File: config.mk
export PLATFORM = sky130hd
export DESIGN_NAME = alu_bist_ctrl_flat
export DESIGN_NICKNAME = d
export VERILOG_FILES = /design/src/rtl/alu_bist_ctrl_pkg.sv /design/src/rtl/alu_bist_ctrl_if.sv /design/src/rtl/alu_bist_ctrl_misr32.sv /design/src/rtl/alu_bist_ctrl.sv /design/src/flat_wrapper.sv
export SDC_FILE = /design/constraint.sdc
export NUM_CORES = 1
export LEC_CHECK = 0
export ABC_AREA = 1
export BUFFER_PORTS_ARGS = -buffer_cell sky130_fd_sc_hd__buf_2
export CAP_MARGIN = 40
export CORE_MARGIN = 1.5
export CORE_UTILIZATION = 55
export CTS_CLUSTER_SIZE = 8
export DETAILED_ROUTE_END_ITERATION = 8
export PLACE_DENSITY = 0.79
export SYNTH_ARGS = -nofsm -noshare
export SYNTH_HDL_FRONTEND = slang
export SYNTH_HIERARCHICAL = 1
export SYNTH_SLANG_ARGS = --single-unit
export TNS_END_PERCENT = 100
File: constraint.sdc
create_clock -name clk -period 2.9 [get_ports clk]
set_clock_uncertainty 0.1 [all_clocks]
set_input_delay 0.145 -clock clk [delete_from_list [all_inputs] [get_ports clk]]
set_output_delay 0.145 -clock clk [all_outputs]
set_load 0.1 [all_outputs]
File: src/rtl/alu_bist_ctrl_pkg.sv
// Shared constants and FSM state type for the ALU BIST controller.
// Build option ALU_BIST_ABORT_EN (see alu_bist_ctrl.sv) does not change anything here.
package alu_bist_pkg;

  localparam int OPC_W = 6;

  localparam logic [31:0] LFSR_TAPS = 32'h8020_0003;
  localparam logic [31:0] MISR_POLY = 32'h04C1_1DB7;

  // Corner operands applied on pattern slots 0..2 of every opcode
  localparam logic [31:0] CORNER_MAX_POS  = 32'h7FFF_FFFF;
  localparam logic [31:0] CORNER_MIN_NEG  = 32'h8000_0000;
  localparam logic [31:0] CORNER_ALL_ONES = 32'hFFFF_FFFF;

  typedef enum logic [2:0] {
    IDLE    = 3'd0,
    APPLY   = 3'd1,
    CAPTURE = 3'd2,
    NEXT    = 3'd3,
    DONE    = 3'd4
  } bist_state_e;

endpackage

File: src/rtl/alu_bist_ctrl_if.sv
// BIST-to-ALU bus: the controller drives opcode/operands, the ALU returns its
// result and flags combinationally on the same cycle.
interface alu_bist_ctrl_if;
  import alu_bist_pkg::*;

  logic [OPC_W-1:0] opcode;
  logic [31:0]      opnd1;
  logic [31:0]      opnd2;
  logic [31:0]      alu_out;
  logic             zero_flag;
  logic             overflow;

  modport master (
    output opcode, opnd1, opnd2,
    input  alu_out, zero_flag, overflow
  );

  modport slave (
    input  opcode, opnd1, opnd2,
    output alu_out, zero_flag, overflow
  );

endinterface

File: src/rtl/alu_bist_ctrl_misr32.sv
// Enable-gated 32-bit shift register with polynomial feedback and parallel XOR
// input; serves as the operand LFSR (zero data) and as the response MISR.
module bist_misr32 #(
  parameter logic [31:0] POLY = 32'h0000_0000,
  parameter logic [31:0] INIT = 32'h0000_0000
) (
  input  logic        clk,
  input  logic        rst_n,
  input  logic        i_load,
  input  logic        i_en,
  input  logic [31:0] i_data,
  output logic [31:0] o_q
);

  logic [31:0] r_q;
  logic [31:0] w_fb;

  assign w_fb = r_q[31] ? POLY : 32'h0000_0000;

  always_ff @(posedge clk or negedge rst_n) begin
    if (!rst_n) begin
      r_q <= INIT;
    end else if (i_load) begin
      r_q <= INIT;
    end else if (i_en) begin
      r_q <= {r_q[30:0], 1'b0} ^ w_fb ^ i_data;
    end
  end

  assign o_q = r_q;

endmodule

File: src/rtl/alu_bist_ctrl.sv
// ALU built-in self-test driver: sweeps opcodes x operand patterns, folds every
// ALU response into a MISR. Define ALU_BIST_ABORT_EN to add the abort input.
module alu_bist_ctrl
  import alu_bist_pkg::*;
#(
  parameter int          NUM_OPS     = 18,
  parameter int          PATS_PER_OP = 16,
  parameter logic [31:0] LFSR_SEED   = 32'hACE1_2468,
  parameter logic [31:0] GOLDEN_SIG  = 32'h0000_0000
) (
  input  logic                  clk,
  input  logic                  rst_n,
  // start: single-cycle pulse, accepted only in IDLE or DONE; ignored while busy
  input  logic                  start,
`ifdef ALU_BIST_ABORT_EN
  input  logic                  abort,
`endif
  alu_bist_ctrl_if.master       alu_if,
  output logic                  busy,
  output logic                  done,
  output logic                  pass,
  output logic [31:0]           signature,
  output bist_state_e           dbg_state
);

  localparam logic [OPC_W-1:0] OP_LAST  = OPC_W'(NUM_OPS - 1);
  localparam logic [7:0]       PAT_LAST = 8'(PATS_PER_OP - 1);

  bist_state_e      r_state;
  bist_state_e      w_state_nxt;
  logic [OPC_W-1:0] r_op_cnt;
  logic [7:0]       r_pat_cnt;
  logic [OPC_W-1:0] r_opcode;
  logic [31:0]      r_opnd1;
  logic [31:0]      r_opnd2;
  logic [31:0]      w_lfsr;
  logic [31:0]      w_misr_in;
  logic             w_start_run;
  logic             w_abort;
  logic             w_last_pat;
  logic             w_last_vec;
  logic             w_random_pat;

  assign busy         = (r_state == APPLY) || (r_state == CAPTURE) || (r_state == NEXT);
  assign done         = (r_state == DONE);
  assign pass         = done && (signature == GOLDEN_SIG);
  assign dbg_state    = r_state;

  assign w_start_run  = start && ((r_state == IDLE) || (r_state == DONE));
  assign w_last_pat   = (r_pat_cnt == PAT_LAST);
  assign w_last_vec   = w_last_pat && (r_op_cnt == OP_LAST);
  assign w_random_pat = (r_pat_cnt >= 8'd3);

`ifdef ALU_BIST_ABORT_EN
  assign w_abort = abort && busy;
`else
  assign w_abort = 1'b0;
`endif

  always_ff @(posedge clk or negedge rst_n) begin
    if (!rst_n) begin
      r_state <= IDLE;
    end else begin
      r_state <= w_state_nxt;
    end
  end

  always_comb begin
    w_state_nxt = r_state;
    case (r_state)
      IDLE, DONE: if (start) w_state_nxt = APPLY;
      APPLY:      w_state_nxt = CAPTURE;
      CAPTURE:    w_state_nxt = NEXT;
      NEXT:       w_state_nxt = w_last_vec ? DONE : APPLY;
      default:    w_state_nxt = IDLE;
    endcase
    if (w_abort) w_state_nxt = IDLE;
  end

  always_ff @(posedge clk or negedge rst_n) begin
    if (!rst_n) begin
      r_op_cnt  <= '0;
      r_pat_cnt <= '0;
    end else if (w_start_run) begin
      r_op_cnt  <= '0;
      r_pat_cnt <= '0;
    end else if (r_state == NEXT) begin
      if (w_last_pat) begin
        r_pat_cnt <= '0;
        r_op_cnt  <= r_op_cnt + 1'b1;
      end else begin
        r_pat_cnt <= r_pat_cnt + 8'd1;
      end
    end
  end

  // Operands are registered so the ALU sees stable inputs for the whole CAPTURE cycle
  always_ff @(posedge clk or negedge rst_n) begin
    if (!rst_n) begin
      r_opcode <= '0;
      r_opnd1  <= '0;
      r_opnd2  <= '0;
    end else if ((r_state == APPLY) && !w_abort) begin
      r_opcode <= r_op_cnt;
      case (r_pat_cnt)
        8'd0: begin
          r_opnd1 <= 32'h0000_0000;
          r_opnd2 <= 32'h0000_0000;
        end
        8'd1: begin
          r_opnd1 <= CORNER_MAX_POS;
          r_opnd2 <= 32'h0000_0001;
        end
        8'd2: begin
          r_opnd1 <= CORNER_MIN_NEG;
          r_opnd2 <= CORNER_ALL_ONES;
        end
        default: begin
          r_opnd1 <= w_lfsr;
          r_opnd2 <= {w_lfsr[15:0], w_lfsr[31:16]};
        end
      endcase
    end
  end

  assign alu_if.opcode = r_opcode;
  assign alu_if.opnd1  = r_opnd1;
  assign alu_if.opnd2  = r_opnd2;

  bist_misr32 #(
    .POLY (LFSR_TAPS),
    .INIT (LFSR_SEED)
  ) u_lfsr (
    .clk    (clk),
    .rst_n  (rst_n),
    .i_load (w_start_run),
    .i_en   ((r_state == NEXT) && w_random_pat),
    .i_data (32'h0000_0000),
    .o_q    (w_lfsr)
  );

  assign w_misr_in = alu_if.alu_out ^ {30'b0, alu_if.overflow, alu_if.zero_flag};

  // An abort landing on CAPTURE must not fold, so the signature freezes as-is
  bist_misr32 #(
    .POLY (MISR_POLY),
    .INIT (32'h0000_0000)
  ) u_misr (
    .clk    (clk),
    .rst_n  (rst_n),
    .i_load (w_start_run),
    .i_en   ((r_state == CAPTURE) && !w_abort),
    .i_data (w_misr_in),
    .o_q    (signature)
  );

endmodule
File: src/flat_wrapper.sv
// flat-port wrapper written by rule: the top's interface ports become plain ports
module alu_bist_ctrl_flat import alu_bist_pkg::*;
#(
  parameter int          NUM_OPS     = 18,
  parameter int          PATS_PER_OP = 16,
  parameter logic [31:0] LFSR_SEED   = 32'hACE1_2468,
  parameter logic [31:0] GOLDEN_SIG  = 32'h0000_0000
)
  (clk, rst_n, start, busy, done, pass, signature, dbg_state, alu_if_opcode, alu_if_opnd1, alu_if_opnd2, alu_if_alu_out, alu_if_zero_flag, alu_if_overflow);
  alu_bist_ctrl_if alu_if_i ();
  input  logic clk;
  input  logic rst_n;
  input  logic start;
  output logic busy;
  output logic done;
  output logic pass;
  output logic [31:0] signature;
  output bist_state_e dbg_state;
  output wire logic [$bits(alu_if_i.opcode)-1:0] alu_if_opcode;
  output wire logic [$bits(alu_if_i.opnd1)-1:0] alu_if_opnd1;
  output wire logic [$bits(alu_if_i.opnd2)-1:0] alu_if_opnd2;
  input wire logic [$bits(alu_if_i.alu_out)-1:0] alu_if_alu_out;
  input wire logic [$bits(alu_if_i.zero_flag)-1:0] alu_if_zero_flag;
  input wire logic [$bits(alu_if_i.overflow)-1:0] alu_if_overflow;
  assign alu_if_opcode = alu_if_i.opcode;
  assign alu_if_opnd1 = alu_if_i.opnd1;
  assign alu_if_opnd2 = alu_if_i.opnd2;
  assign alu_if_i.alu_out = alu_if_alu_out;
  assign alu_if_i.zero_flag = alu_if_zero_flag;
  assign alu_if_i.overflow = alu_if_overflow;
  alu_bist_ctrl #(.NUM_OPS(NUM_OPS), .PATS_PER_OP(PATS_PER_OP), .LFSR_SEED(LFSR_SEED), .GOLDEN_SIG(GOLDEN_SIG)) u_core (.clk(clk), .rst_n(rst_n), .start(start), .alu_if(alu_if_i), .busy(busy), .done(done), .pass(pass), .signature(signature), .dbg_state(dbg_state));
endmodule
[Word-level counts from Yosys, hierarchy flattened]
Index checks and enable logic that the tools add are counted.
Storage, ports and cells
  word-level logic and storage cells: 57
  output and inout port bits: 108
  input port bits: 37
  flip-flop bits (word level): 151
Operators by class
  add/subtract/negate cells: 2
  bitwise logic cells: 4
  order comparisons: 1
  reductions and logical operators: 16
  equality and inequality tests: 9
  muxes and demuxes: 17
Operator list (number)
  one-hot mux 32 bit (3 select lines): 2
  two-way mux 32 bit: 5
  bitwise XOR 32 bit: 3
  logical NOT 32 bit: 1
  bitwise XOR 32 x 2 -> 32 bit: 1
  two-way mux 27 bit: 1
  two-way mux 8 bit: 3
  two-way mux 6 bit: 3
  one-hot mux 3 bit (4 select lines): 1
  adder 8 x 1 -> 8 bit, second input constant: 1
  equality test 8 x 1 -> 1 bit, second input constant: 1
  equality test 8 x 2 -> 1 bit, second input constant: 1
  equality test 8 x 4 -> 1 bit, second input constant: 1
  greater-or-equal comparator 8 x 2 -> 1 bit, second input constant: 1
  logical NOT 8 bit: 1
  nonzero test 2 bit: 4
  adder 6 x 1 -> 6 bit, second input constant: 1
  equality test 3 x 2 -> 1 bit, second input constant: 2
  equality test 6 x 5 -> 1 bit, second input constant: 1
  two-way mux 3 bit: 2
  logical AND 1 bit: 4
  equality test 3 x 1 -> 1 bit, second input constant: 1
  equality test 3 bit, second input constant: 1
  logical NOT 3 bit: 1
  other kinds (4): 6

[Logic depth before layout (Yosys ltp)]
Gate-level depths: netlist of run 1.
  depth after elaboration: 5
  gate-level depth with buffers: 11
  gate-level depth less buffers: 9

[Cells and area by module]
The synthesis of run 1 kept the hierarchy.
Modules (own cells, without submodules)
  alu_bist_ctrl: cells each 517, sequential area each 2152.1 um^2, area each 4276.6 um^2, instances 1
  bist_misr32 at u_core.u_misr: cells each 224, sequential area each 800.8 um^2, area each 1746.7 um^2, instances 1
  bist_misr32 at u_core.u_lfsr: cells each 170, sequential area each 817.0 um^2, area each 1625.3 um^2, instances 1

[Least setup slack after synthesis of run 1]
No wires, ideal clock.
  path type: flip-flop to flip-flop
  start point: reg u_core.r_state[2] (netlist: u_core/dbg_state[2])
  end point: reg u_core.r_state[2] (netlist: u_core/dbg_state[2])
  setup slack: -0.751 ns
  arrival time: 3.466 ns
  stages on the path, launching flop included: 5
  period minus slack after synthesis: 3.651 ns
  buffers on the path: 0
  path through: dfrtp_1 inv_1 nor3_1 nand2_1 o21ai_0
On the way
  cells in the longest elaborated chain, start to end: 3
  elaborated cells on any way between the ends: 8
Ends and longest elaborated chain
  start: declaration: RTL line alu_bist_ctrl.sv:29  | bist_state_e r_state;
  start signal: assignment: RTL line alu_bist_ctrl.sv:64  | r_state <= w_state_nxt;
  equality test 3 bit *
  net done: RTL line flat_wrapper.sv:15  | output logic done;
  OR reduction 2 bit *: RTL line alu_bist_ctrl.sv:70  | case (r_state)
  one-hot mux 3 bit (4 select lines) / != test 2 bit (equally long branches)
Mark *: on every way through the listed nets, which the timed path passes. The rest lies on a longest branch.
A chain may end at the register's enable or synchronous reset.

[Worst setup path in the final report of run 1]
  start point: reg u_core.u_misr.r_q[31] (netlist: u_core/u_misr/o_q[31])
  end point: out pass
On the way
  cells in the longest elaborated chain, start to end: 2
Ends and longest elaborated chain
  start: declaration: RTL line alu_bist_ctrl_misr32.sv:15  | logic [31:0] r_q;
  start signal: assignment: RTL line alu_bist_ctrl_misr32.sv:26  | r_q <= {r_q[30:0], 1'b0} ^ w_fb ^ i_data;
  logical NOT 32 bit: RTL line alu_bist_ctrl.sv:46  | assign pass = done && (signature == GOLDEN_SIG);
  logical AND 1 bit: RTL line alu_bist_ctrl.sv:46
  end: declaration: RTL line flat_wrapper.sv:16  | output logic pass;
Every way passes these cells.

==> impl_results.md, run 1 <==
- Initial antenna violation count: 0
- Slowest stage delay, CP: 0.43 ns
- Final ANT Viol Nets: 0
- Kind of critical path: reg -> out
- Slew Limit Fails: 0
- Initial Util: 0.571
- Global route overflow: 0
- YS warnings: 6
- 1st-iter DRT viols: 391
- FMAX: 448 MHz
- Residual DRC count: 0
- Crit path time final: 2.23 ns
- Crit-path most repeated cell: nor2_1
- Slew @ Worst Pin: 0.703 ns
- Synth top area cells: dfrtp_1, nand2_1, inv_1
- Status: completed
- I/O Buffers: 144
- Crit Path Max Fanout: 17
- Maxcap violations: 0
- Detailed placement HPWL: 11.7 mm
- Clock Sinks: 150
- Layout Nets: 1161
- Row count: 42
- Relative slew slack: 0.531
- Synthesized area per cell: 8.40 sq um
- Synth unique cells: 36
- # diodes: 0
- Overall routing resource usage: 0.261
- CTS Buf Count: 17
- Post-CTS Setup Repair Bufs: 0
- Critical path required time: 2.65 ns
- Crit share post-route: 0.769
- Seq/Total Area, Yosys: 0.493
- Vias in the first global route: 6213
- H-tree Lvls: 4
- GPL Wtd Cong: 0.853
- Arr. time, crit path: 1.98 ns
- Area of the mapped netlist: 7650 sq um
- Buffers plus inverters on the worst setup path: 2
- Leading cell type in the layout, fill and taps excluded: nand2_1
- CP max-delay cell: buf_2
- Area Growth Syn to Fin: 24.8%
- Vias post-DR: 6457
- Area leader, netlist: dfrtp_1
- First-pass GRT wire length: 29.9 mm
- CTS clock-pin slew for the worst setup and hold paths: 0.06 ns
- CTS max path bufs: 2
- Synth Register Bits: 150
- Die width: 121 microns
- Synth Instances: 911
- Core area: 13400 sq um
- Final Hold Fails: 0
- Worst path cell trace: buf_4 > nor2_1 > nand4_1 > nand3b_1 > nor2_1 > buf_2
- Skew-Pair Late Insertion Delay: 0.42 ns
- HP Class: in -> reg
- Count of final setup violators: 0
- Share of the synthesized area in the top cell type: 0.448
- Avg Vias per Cell: 4.94
- WL/cell: 13.8 microns
- Fill cells: 1030
- RSZ-0062 raised after global routing: no
- CTS tree: done
- Top delay family on crit path: buffers and inverters
- Die height: 121 microns
- Layout cell share with drive strength beyond 1: 0.216
- # resized after CTS: 0
- I/O Pins: 145
- DR pass1 iterations: 7
- Setup tns final: 0 ns
- Root Buffer: clkbuf_16
- Largest net degree at the start of global routing: 78
- Most frequent cells in the layout: nand2_1, buf_2, inv_1
- Primary FF master, synth: dfrtp_1
- Number of flops mapped to enable cells by yosys: 0
- Total Wirelength: 18.0 mm
- Startpoint class of the critical path: register
- Die ar.: 14600 sq um
- Fraction of registers with async set/reset: 1.00
- Crit. End Element: output pin
-- routing by layer --
| layer | track usage | routed length (microns) |
|---|---|---|
| met3 | 0.0498 | 722 |
| met5 | 0 | 0 |
| met1 | 0.343 | 8060 |
| met4 | 0.143 | 707 |
| met2 | 0.410 | 8470 |
-- final timing paths --
check / from / end / slack, ns / depth (start not counted)
max reg2reg: u_core/dbg_state[0] / u_core/u_misr/o_q[24] / 0.78 / 8
min reg2reg: u_core/alu_if.opcode[5] / u_core/alu_if.opcode[5] / 0.39 / 2
min in group asynchronous: rst_n / u_core/r_op_cnt[4] / 0.19 / 2
min: alu_if_alu_out[1] / u_core/u_misr/o_q[1] / 0.03 / 6
max in group asynchronous: rst_n / u_core/u_lfsr/o_q[29] / 1.62 / 3
max: u_core/u_misr/o_q[31] / pass / 0.67 / 6
-- Yosys cell counts, types with 12 or more instances --
master    number
xnor2_1       48
nand3_1       78
nand2_2       12
dfrtp_1      137
dfstp_2       13
inv_1        139
nor2_1        37
a21boi_0      35
o21ai_0       40
a21boi_1      26
buf_2         15
nand2_1      235
-- kinds of logic after synthesis --
| logic type | count (synthesis) | share of synthesized area |
|---|---|---|
| adder cells (fa/ha/maj) | 7 | 0.0115 |
| XOR/XNOR | 52 | 0.0595 |
| buffers and inverters | 182 | 0.103 |
| other | 1 | 0.000490 |
| flip-flops | 150 | 0.493 |
| AO/OA/AOI/OAI | 133 | 0.115 |
| AND/OR/NAND/NOR | 386 | 0.217 |
-- metrics by stage --
| stage | instance area (sq um) | hold slack [ns] | util | setup slack [ns] | cells |
|---|---|---|---|---|---|
| floorplan | 7780 | -0.251 | - | 0.103 | 945 |
| global placement | 8590 | 0.109 | 0.641 | 0.878 | 1242 |
| detailed placement | 8590 | 0.109 | 0.641 | 0.818 | 1242 |
| CTS | 9550 | 0.00983 | 0.712 | 0.708 | 1306 |
| global route | 9550 | 0.0421 | 0.712 | 0.567 | 1306 |
| finish | 9550 | 0.0303 | 0.712 | 0.670 | 1306 |
-- worst min-delay path, stage by stage --
cell	delay (ns)
buf_2	0.08
xor2_1	0.08
inv_1	0.06
nand2_1	0.05
nand3_1	0.06
nand2_1	0.04
-- repair_timing --
| item | 4_1_cts | 5_1_grt |
|---|---|---|
| endpoints found under the hold margin | 99 | 0 |
| endpoints found under the setup margin | 0 | 0 |
| hold buffers | 32 | 0 |
-- layout make-up --
cell class / instances / area [sq um] / area share
Clock buffer: 18 / 429 / 0.0450
Clock inverter: 14 / 208 / 0.0218
Inverter: 148 / 558 / 0.0585
Multi-Input combinational cell: 613 / 3230 / 0.339
Sequential cell: 150 / 3770 / 0.395
Tap cell: 176 / 220 / 0.0231
Timing Repair Buffer: 187 / 1130 / 0.118
-- registers in the layout (all words and copies together), names as in the netlist --
register,cells
u_core/r_op_cnt,6
u_core/r_pat_cnt,8
u_core/u_misr/o_q,32
u_core/dbg_state,3
u_core/alu_if.opcode,6
u_core/u_lfsr/o_q,32
u_core/alu_if.opnd1,31
u_core/alu_if.opnd2,32
Power of run 1 is left out: the tool's default activity adds up to more than one toggle a clock period on the data nets, which glitch-free logic cannot reach.
==> run 2: changes to the inputs <==
==> constraint.sdc (replaced) <==
create_clock -name clk -period 2.3 [get_ports clk]
set_clock_uncertainty 0.1 [all_clocks]
set_input_delay 0.115 -clock clk [delete_from_list [all_inputs] [get_ports clk]]
set_output_delay 0.115 -clock clk [all_outputs]
set_load 0.1 [all_outputs]
==> impl_results.md, run 2 (synthesis results as in run 1) <==
- Initial Util: 0.571 (unchanged)
- Clock Sinks: 150 (unchanged)
- H-tree Lvls: 4 (unchanged)
- CTS clock-pin slew for the worst setup and hold paths: 0.06 ns (about the same)
- Die width: 121 microns (unchanged)
- Die ar.: 14600 sq um (unchanged)
- Layout cell share with drive strength beyond 1: 0.219 (+0.00288)
- WL/cell: 14.4 microns (+4.3%)
- DR pass1 iterations: 7 (unchanged)
- CTS tree: done
- Dpl cell area: 8650 sq um (+0.74%)
- Die height: 121 microns (unchanged)
- Final Hold Fails: 0 (unchanged)
- Fill cells: 1025 (-0.49%)
- CTS max path bufs: 2 (unchanged)
- Vias post-DR: 6644 (+2.9%)
- Crit path time final: 2.17 ns
- Area Growth Syn to Fin: 25.7%
- Hold Worst Slack: 0.133 ns (+0.103 ns)
- Relative slew slack: 0.506 (-0.0253)
- Total Wirelength: 18.9 mm (+5.0%)
- Core area: 13400 sq um (unchanged)
- RSZ-0062 raised after global routing: no
- Leading cell type in the layout, fill and taps excluded: nand2_1
- 1st-iter DRT viols: 501 (+28%)
- I/O Buffers: 144 (unchanged)
- HP Class: in -> async
- I/O Pins: 145 (unchanged)
- Kind of critical path: reg -> out
- GPL Wtd Cong: 0.820 (-3.8%)
- Layout Nets: 1169 (+0.69%)
- FMAX: 461 MHz
- Final ANT Viol Nets: 0 (unchanged)
- Slew @ Worst Pin: 0.741 ns (+0.0380 ns)
- Detailed placement HPWL: 11.8 mm (+1.3%)
- Final core occ: 0.718 (+0.00532)
- Initial antenna violation count: 0 (unchanged)
- R2r worst-path depth: 7 (-1)
- Cells after DPL: 1246 (+0.32%)
- Final Non-Filler Cells: 1314 (+0.61%)
- Critical path required time: 2.09 ns (-0.56 ns)
- Arr. time, crit path: 1.95 ns (-0.03 ns)
- Vias in the first global route: 6559 (+5.6%)
- CTS Buf Count: 17 (unchanged)
- Seq. cell area: 3770 sq um (about the same)
- Area of the multi-input gates: 3250 sq um (+0.58%)
- CP max-delay cell: dfrtp_2
- Overall routing resource usage: 0.278 (+0.0166)
- Root Buffer: clkbuf_16
- Skew-Pair Late Insertion Delay: 0.43 ns (about the same)
- Worst r2r src: u_core/r_pat_cnt[0]
- Global route overflow: 0 (unchanged)
- Crit share post-route: 0.943
- Avg Vias per Cell: 5.06 (+2.3%)
- Status: completed
- First-pass GRT wire length: 31.6 mm (+5.7%)
- Crit. End Element: output pin
- Row count: 42 (unchanged)
- R2r setup slk: 0.20 ns (-0.58 ns)
- Crit Path Max Fanout: 7 (-10)
- Maxcap violations: 0 (unchanged)
- Slew Limit Fails: 0 (unchanged)
- Largest net degree at the start of global routing: 77 (-1.3%)
- Worst R2R End: u_core/alu_if.opnd2[20]
- Worst path cell trace: nor2_2 > nand3b_1 > nor2_4 > buf_2
- Slowest stage delay, CP: 0.47 ns (+0.04 ns)
- Design Area, Final: 9620 sq um (+0.75%)
- Count of final setup violators: 0 (unchanged)
- # diodes: 0 (unchanged)
- Most frequent cells in the layout: nand2_1, buf_2, inv_1
- Startpoint class of the critical path: register
- Residual DRC count: 0 (unchanged)
run 2: changes by cell type in the layout (fill, tap and decap cells not counted), moves of 2 or more:
cell	before	now
buf_4	11	14
bufinv_16	5	3
dfrtp_2	0	2
dlygate4sd3_1	32	36
clkbuf_8	0	3
nor2_4	3	5
clkbuf_1	1	3
dfrtp_1	137	135
run 2: what timing repair did:
item | 4_1_cts | 5_1_grt
endpoints found under the hold margin | 91 | 0
hold buffers | 36 | 0
setup buffers | 0 | 0
gates resized for setup | 0 | 0
run 2: worst max path at each step:
stage / to / cells past startpoint / start / slack, ns
2_1_floorplan: u_core/dbg_state[2] / 4 / u_core/dbg_state[2] / -0.11
4_1_cts: pass / 4 / u_core/dbg_state[0] / 0.12
5_1_grt: u_core/alu_if.opnd2[20] / 7 / u_core/r_pat_cnt[0] / 0.01
3_5_place_dp: u_core/alu_if.opnd2[2] / 7 / u_core/r_pat_cnt[0] / 0.18
6_report: pass / 4 / u_core/dbg_state[0] / 0.13
3_3_place_gp: u_core/alu_if.opnd2[24] / 7 / u_core/r_pat_cnt[0] / 0.23
run 2: routing by layer:
metal	part of all wire	global-route usage	vias up
met5	0	0	-
met4	0.034	0.142	0
met3	0.054	0.0653	62
met2	0.49	0.451	250
met1	0.43	0.348	3092
li1	-	-	3240
run 2: final cells by class:
type,instances,share of cell area
Timing Repair Buffer,195,0.126
Tap cell,176,0.0229
Sequential cell,150,0.392
Clock buffer,23,0.0497
Clock inverter,9,0.0131
Inverter,148,0.0580
Multi-Input combinational cell,613,0.338
run 2: stage by stage:
stage                     setup WS (ns)  TNS, ns
after global routing             0.0132        0
after global placement            0.232        0
after CTS                         0.124        0
after detailed placement          0.177        0
final                             0.130        0
after floorplan                  -0.110   -0.110
run 2: worst max-delay path: cells and delay by family (launching register included):
family / cells / cell delay (ns)
flip-flops: 1 / 0.47
buffers and inverters: 1 / 0.43
AND/OR/NAND/NOR: 3 / 0.62
Power of run 2 is left out for the same reason.
